## src/rtl/store_drain_buffer_pkg.sv

```systemverilog
// Shared types for the store drain buffer: access size encoding, byte masks
// and the queued entry layout.
package store_drain_buffer_pkg;

   typedef enum logic [1:0] {
      BYTE      = 2'd0,
      HALF_WORD = 2'd1,
      WORD      = 2'd2,
      DUMMY0    = 2'd3
   } mem_op_size_t;

   typedef logic [3:0]  byte_mask_t;
   typedef logic [31:0] xlen_data_t;

   typedef struct packed {
      logic [29:0] word_addr;
      xlen_data_t  wdata;
      byte_mask_t  wmask;
   } store_drain_entry_t;

   localparam int STORE_DRAIN_DEPTH = 8;

endpackage

```

## src/rtl/store_drain_buffer_align.sv

```systemverilog
// Replicates store data across byte lanes and builds the byte write mask
// from the access size and the low address bits.
module store_drain_buffer_align
   import store_drain_buffer_pkg::*;
(
   input  mem_op_size_t size,
   input  logic [1:0]   a,
   input  xlen_data_t   data,
   output xlen_data_t   wdata,
   output byte_mask_t   wmask
);

   always_comb begin
      wdata = data;
      wmask = 4'b0000;
      case (size)
         BYTE: begin
            wdata = {4{data[7:0]}};
            wmask = 4'b0001 << a;
         end
         HALF_WORD: begin
            // A halfword at offset 3 falls off the top lane; upstream traps it.
            wdata = {2{data[15:0]}};
            wmask = 4'b0011 << a;
         end
         WORD: begin
            wdata = data;
            wmask = 4'b1111;
         end
         default: begin
            wdata = data;
            wmask = 4'b0000;
         end
      endcase
   end

endmodule

```

## src/rtl/store_drain_buffer.sv

```systemverilog
// FIFO of committed stores drained to the DTCM write port, with per-byte
// store-to-load forwarding of entries still waiting to be written.
module store_drain_buffer
   import store_drain_buffer_pkg::*;
#(
   parameter int DEPTH = STORE_DRAIN_DEPTH,
   parameter int XLEN  = 32
) (
   input  logic            clk,
   input  logic            rst,
   input  logic            commit_valid,
   output logic            commit_ready,
   input  logic [31:0]     commit_addr,
   input  logic [XLEN-1:0] commit_data,
   input  mem_op_size_t    commit_size,
   output logic            dmem_req_valid,
   input  logic            dmem_req_ready,
   output logic [31:0]     dmem_req_addr,
   output logic [XLEN-1:0] dmem_req_wdata,
   output logic [3:0]      dmem_req_wmask,
   input  logic [31:0]     fwd_addr,
   output logic [XLEN-1:0] fwd_data,
   output logic [3:0]      fwd_hit_mask,
   output logic            fwd_valid,
   output logic            drain_empty
);

   localparam int AW = $clog2(DEPTH);

   logic [AW:0]        head_reg, tail_reg;
   logic [DEPTH-1:0]   valid_reg;
   store_drain_entry_t entry_mem [DEPTH];

   logic [AW-1:0]      head_idx, tail_idx;
   logic               full, empty, enq, deq;
   xlen_data_t         al_wdata;
   byte_mask_t         al_wmask;
   store_drain_entry_t head_entry;
   logic [1:0]         unused_fwd_lsb;

   assign head_idx = head_reg[AW-1:0];
   assign tail_idx = tail_reg[AW-1:0];
   assign empty    = (head_reg == tail_reg);
   assign full     = (head_reg[AW] != tail_reg[AW]) && (head_idx == tail_idx);

   assign commit_ready = !full;
   // DUMMY0 completes the handshake but never occupies an entry.
   assign enq = commit_valid && !full && (commit_size != DUMMY0);
   assign deq = !empty && dmem_req_ready;

   store_drain_buffer_align u_align (
      .size  (commit_size),
      .a     (commit_addr[1:0]),
      .data  (commit_data),
      .wdata (al_wdata),
      .wmask (al_wmask)
   );

   always_ff @(posedge clk or negedge rst) begin
      if (!rst) begin
         head_reg  <= '0;
         tail_reg  <= '0;
         valid_reg <= '0;
      end else begin
         if (enq) begin
            valid_reg[tail_idx] <= 1'b1;
            tail_reg            <= tail_reg + 1'b1;
         end
         if (deq) begin
            valid_reg[head_idx] <= 1'b0;
            head_reg            <= head_reg + 1'b1;
         end
      end
   end

   always_ff @(posedge clk) begin
      if (enq)
         entry_mem[tail_idx] <= '{word_addr: commit_addr[31:2], wdata: al_wdata, wmask: al_wmask};
   end

   assign head_entry     = entry_mem[head_idx];
   assign dmem_req_valid = !empty;
   assign dmem_req_addr  = {head_entry.word_addr, 2'b00};
   assign dmem_req_wdata = head_entry.wdata;
   assign dmem_req_wmask = head_entry.wmask;
   assign drain_empty    = empty;

   // Walk oldest to youngest from head so the youngest matching byte is kept last.
   for (genvar gi = 0; gi < 4; gi++) begin : g_lane
      logic [7:0]    lane_byte;
      logic          lane_hit;
      logic [AW-1:0] idx;

      always_comb begin
         lane_byte = '0;
         lane_hit  = 1'b0;
         idx       = '0;
         for (int i = 0; i < DEPTH; i++) begin
            idx = head_idx + AW'(i);
            if (valid_reg[idx] && (entry_mem[idx].word_addr == fwd_addr[31:2])
                && entry_mem[idx].wmask[gi]) begin
               lane_hit  = 1'b1;
               lane_byte = entry_mem[idx].wdata[8*gi +: 8];
            end
         end
      end

      assign fwd_data[8*gi +: 8] = lane_byte;
      assign fwd_hit_mask[gi]    = lane_hit;
   end

   assign fwd_valid      = |fwd_hit_mask;
   assign unused_fwd_lsb = fwd_addr[1:0];

endmodule

```

## config.mk

```make
export PLATFORM = sky130hd
export DESIGN_NAME = store_drain_buffer
export DESIGN_NICKNAME = d
export VERILOG_FILES = /design/src/rtl/store_drain_buffer_pkg.sv /design/src/rtl/store_drain_buffer_align.sv /design/src/rtl/store_drain_buffer.sv
export SDC_FILE = /design/constraint.sdc
export NUM_CORES = 2
export LEC_CHECK = 0
export CAP_MARGIN = 15
export CELL_PAD_IN_SITES_DETAIL_PLACEMENT = 1
export CELL_PAD_IN_SITES_GLOBAL_PLACEMENT = 2
export CORE_AREA = 2 2 327 329
export CTS_CLUSTER_DIAMETER = 200
export DETAILED_ROUTE_END_ITERATION = 6
export DIE_AREA = 0 0 329 331
export MAX_ROUTING_LAYER = met4
export PLACE_DENSITY_LB_ADDON = 0.1
export SLEW_MARGIN = 20
export SYNTH_ARGS = -nofsm -noshare
export SYNTH_HDL_FRONTEND = slang
export SYNTH_SLANG_ARGS = --single-unit
```

## constraint.sdc

```tcl
create_clock -name clk -period 11 [get_ports clk]
set_clock_uncertainty 0.05 [all_clocks]
set_input_delay 2.2 -clock clk [delete_from_list [all_inputs] [get_ports clk]]
set_output_delay 2.2 -clock clk [all_outputs]
set_load 0.05 [all_outputs]
```

# After elaboration in Yosys (flattened, before gate mapping)
# Memories as Yosys holds them, arrays and structs flattened.
# Index checks and enable logic that the tools add are counted.
# classes
addsub,9
order_cmp,11
n_eq_ne,14
n_shift,2
n_mux,90
bitwise,3
reduce_logical,50
# op_table
operator,n
$mux W8,34
$eq A30 B30 Y1,8
$pmux W32 S2,1
$logic_and A1 B1 Y1,46
$mux W1,44
$lt A3 B4 Y1 const B,9
$bmux W1 S3,8
$add A3 B3 Y3 const B,4
$pmux W4 S3,1
$add A4 B1 Y4 const B,2
$and A8 B8 Y8,1
$not A8 Y8,1
$or A8 B8 Y8,1
$add A3 B2 Y3 const B,2
$demux W1 S3,2
$ge A3 B1 Y1 const B,2
$eq A4 B4 Y1,1
$reduce_or A4 Y1,1
$shl A1 B2 Y4 const A,1
$shl A2 B2 Y4 const A,1
$add A3 B1 Y3 const B,1
$eq A3 B3 Y1,1
$eq A2 B1 Y1 const B,1
$eq A2 B2 Y1 const B,1
other kinds (4),5
# word_totals
regBits,16
ram_bits,528
inputBits,102
output_inout_bits,108
word_cells,183
mem_count,1
# memory_table
memory,depth,word_bits,read_ports,rd_ports_with_merged_regs,write_ports,line_no,source
entry_mem,8,66,8,0,1,store_drain_buffer.sv:32,store_drain_entry_t entry_mem [DEPTH];

# Longest topological paths before layout
# depth
depth_word,13
ltp_mapped,24

# Cells and area by module
# Synthesis repeated with hierarchy kept, for this count alone.
# hier_totals
hier_cells,3830
hier_area_um2,46832.4
# by_module_without_submodules
mod,instances,cells_per_inst,area_per_inst_um2,seq_area_each_um2
store_drain_buffer,1,3766,46298.2,16255.6
store_drain_buffer_align,1,64,534.3,0.0

# Least setup slack after synthesis
# OpenSTA, ideal clock, no wires.
# synth_timing
path_type,register to register
start,reg head_reg[1]
end,"mem entry_mem[0][0] (netlist name), enable pin"
setup_ns,0.573
arrival_time_ns,7.491
path_slack_ns,2.885
stages_incl_launch_ff,15
synth_period_minus_slack_ns,8.115
cell_sequence,dfrtp_1 buf_6 buf_6 buf_6 buf_4 buf_2 buf_2 buf_2 xor2_1 nor3_1 nand2b_1 and3_1 clkbuf_1 nand2b_1 nor3_1
# synth_between
elab_chain_cells,7
# synth_rtl
item,line_no,source
from (decl),store_drain_buffer.sv:30,"logic [AW:0] head_reg, tail_reg;"
from (signal assigned),store_drain_buffer.sv:71,head_reg <= head_reg + 1'b1;
$eq A3 B3 Y1,store_drain_buffer.sv:44,assign full = (head_reg[AW] != tail_reg[AW]) && (head_idx == tail_idx);
$logic_and A1 B1 Y1,store_drain_buffer.sv:44,
$logic_not A1 Y1,-,
via commit_ready,store_drain_buffer.sv:12,"output logic commit_ready,"
$logic_and A1 B1 Y1 (2 in series),store_drain_buffer.sv:48,assign enq = commit_valid && !full && (commit_size != DUMMY0);
$mux W1,store_drain_buffer.sv:77,if (enq)
$mux W1 (implied by the code),store_drain_buffer.sv:78,"entry_mem[tail_idx] <= '{word_addr: commit_addr[31:2], wdata: al_wdata, wmask: al_wmask};"
to (decl),store_drain_buffer.sv:32,
# The timed path passes the listed nets, and every way through them passes these cells.

# Worst setup path after layout
# layout_timing
start,reg head_reg[1]
end,out fwd_data[27]
# layout_between
elab_chain_cells,12
# layout_rtl
item,line_no,source
$add A3 B1 Y3 (tied with other cells),store_drain_buffer.sv:99,idx = head_idx + AW'(i);
$mem_v2 Z8 W66 (tied with other cells),-,
$eq A30 B30 Y1 (tied with other cells),-,
$logic_and A1 B1 Y1 (on tied branches),-,
$logic_and A1 B1 Y1 / $mux W8 (equally long branches),"store_drain_buffer.sv:101, store_drain_buffer.sv:100",
$mux W8 (6 in series),store_drain_buffer.sv:100,if (valid_reg[idx] && (entry_mem[idx].word_addr == fwd_addr[31:2])
$mux W8 (*),store_drain_buffer.sv:100,
to (decl),store_drain_buffer.sv:22,"output logic [XLEN-1:0] fwd_data,"
# Mark *: on every way between the ends. The rest lies on a longest branch, timed or not. The select of a mux whose other input is x is not followed.

==> flow_summary.yaml <==
timing:
  worstMarginPinSlew_ps: 1220
  hold_ws_ps: 448
  period_needed_ps: 10120
  relSlewSlack: 0.176
  fmax_mhz: 98.8
  setup_ws_ps: 883
  slew_violations: 0
  tns_ps: 0
  setup_viol: 0
  hold_viol_final: 0
  grt_setup_unrepaired: "no"
  fin_crit_sh: 0.920
cts:
  root_buffer: "clkbuf_16"
  numCtsBuffers: 68
  clock_path_buffers: 3
  cts_tree: "done"
  worstSkewPairLatency_ps: 650
  htreeDepth: 3
  hold_buffers: 0
  clock_sinks: 544
  cts_resized: 0
  postCtsSetupRepairBufs: 0
  clk_pin_slew_ps: 50
grt:
  grt_start_max_net_pins: 114
  antenna_found_initial: 8
  track_usage: 0.369
  grt_pass1_wl_um: 280000
  grt_pass1_vias: 38400
  grt_overflow: 0
hold_path:
  min_from: "tail_reg[3]"
  worstHoldPathCells: 1
  worstHoldPathType: "register to register"
  whs_endpoint: "tail_reg[3]"
worst_setup_path:
  crit_arrival_ps: 7870
  r2r-end: "entry_mem[4][46]"
  rr_startpoint: "head_reg[0]"
  crit_required_ps: 8750
  path_buf_inv: 4
  slowest_stage: "nor4b_4"
  end_kind: "primary output"
  cp_max_fo: 52
  r2r_slack_ps: 6130
  max_stage_delay_ps: 860
  crit_family: "simple AND/OR/NAND/NOR gates"
  worstSetupPathType: "register to primary output"
  critical_path.most_common_cell: "buf_4"
  setup.worst_path.start_class: "register"
  r2r_cells: 9
  crit_chain: "inv_1, buf_4, ha_4, buf_4, mux4_2, mux2i_1, xnor2_1, a2111oi_0, nand4_1, or3_1, nor4b_4, a221oi_1, o41a_1, buf_4"
final_layout:
  finalNetCount: 3855
  fin_cells: 5187
  drive_gt1_frac: 0.249
  design_area_um2: 51500
  area_growth_pct: 11.7
  largest_reg_flops: 528
  final_util: 0.490
floorplanning:
  initial_utilization: 0.439
  io-pin-count: 210
  die_y_um: 331
  die_area_um2: 109000
  core_um2: 105000
  die_x_um: 329
  placementRows: 119
detailed_routing:
  drtAntennaViolNets: 0
  drt_pass1_iterations: 6
  routed-via-count: 37900
  drc_errors: 0
  drt-initial-drc-count: 4158
  wl_per_cell_um: 37.9
  vias_per_cell: 7.32
  drt-total-wl_um: 197000
synth:
  async_flop_share: 0.0294
  syn_inst: 3693
  synth-edff-count: 528
  synth_cell_types: 98
  synth-seq-cells: 544
  syn_area_per_cell_um2: 12.5
  syn_area_um2: 46100
  seq_area_frac_synth: 0.353
  ys.flop_type: "edfxtp_1"
  synth_top_area_share: 0.344
  synth_common_cells: "mux4_2, edfxtp_1, nand2_1"
  yosys.area.top_type: "edfxtp_1"
  yosys_warnings: 0
  yosysMostFrequentCell: "mux4_2"
  synth_area_leaders: "edfxtp_1, mux4_2, mux2i_1"
placement:
  hpwlAfterDp_um: 134000
  port_buffers: 205
  place_ws_ps: 1480
  routabilityCongestion: 0.988
  place_area_um2: 49200
  dp_cells: 5066
power:
  power.total_mw: 19.2
  power.leakage_nw: 16.9
  vdd_drop_max_v: 0.000451
  power_density_nw_per_um2: 373
job:
  cap_violations: 0
run_status:
  status: "finished, final reports clean"
==> worst max path at each step <==
stage | from | end | slack, ps | depth (start not counted)
after global placement | fwd_addr[31] | fwd_data[7] | 1430 | 12
after floorplan | head_reg[1] | entry_mem[0][0] | 2890 | 14
after global routing | head_reg[1] | fwd_data[27] | 760 | 14
final | head_reg[1] | fwd_data[27] | 880 | 14
after detailed placement | fwd_addr[31] | fwd_data[7] | 1480 | 12
after CTS | head_reg[1] | fwd_data[27] | 850 | 14
==> worst register-to-register path: stages, from the launching register on <==
cell and delay, ps:
dfrtp_4 820, buf_12 560, xor2_1 270, nor3_1 80, nand2b_1 100, and3_1 300
nand2b_1 280, nor2_4 890, buf_4 690, buf_4 450
==> power by group <==
part           switching, mW  internal, mW  leakage (nW)
clock network          0.930          1.40          1.10
logic                   8.66          5.29          10.9
registers              0.337          2.59          4.97
total                   9.93          9.28          16.9
==> metal layers <==
metal / vias to the layer above / track usage / routed length (µm)
li1: 15300 / - / -
met1: 20000 / 0.451 / 74200
met2: 2143 / 0.605 / 96600
met3: 469 / 0.0469 / 14800
met4: 0 / 0.186 / 10900
met5: - / - / 0
==> cells by family after synthesis <==
logic type,synth area share
and+or+nand+nor,0.109
AOI/OAI and AO/OA,0.109
other,0.0000814
xor gates and xnor gates,0.0348
muxes,0.348
DFF,0.353
adders and majority gates,0.00190
buffers and inverters,0.0443
==> layout by cell type, fill, tap and decap left out, types with 11 or more instances in the layout <==
cell type,n
a2111oi_0,75
a2111oi_1,23
a211oi_1,33
a21oi_1,61
a221oi_1,52
a22o_1,11
a22oi_1,66
and2_1,49
and3_1,40
buf_12,12
buf_4,146
clkbuf_16,71
clkdlybuf4s50_1,173
dfrtp_1,13
edfxtp_1,528
inv_1,25
mux2_2,70
mux2i_1,283
mux4_1,16
mux4_2,532
nand2_1,429
nand2b_1,12
nand3_1,110
nand4_1,36
nor2_1,106
nor2b_1,20
nor3_1,107
nor4_1,15
nor4b_1,12
o2111ai_1,43
o21a_1,57
o21ai_0,46
o22ai_1,44
o41a_1,32
or2_2,12
xnor2_1,163
xor2_1,16
==> area by class of cell <==
cell class	count	area (µm²)
Inverter	37	141
Tap cell	1391	1740
Antenna cell	6	15.0
Timing Repair Buffer	331	3070
Sequential cell	544	16300
Clock buffer	81	1840
Clock inverter	33	417
Fill cell	10600	53500
Multi-Input combinational cell	2764	28000
(Power assumes the default switching activity.)
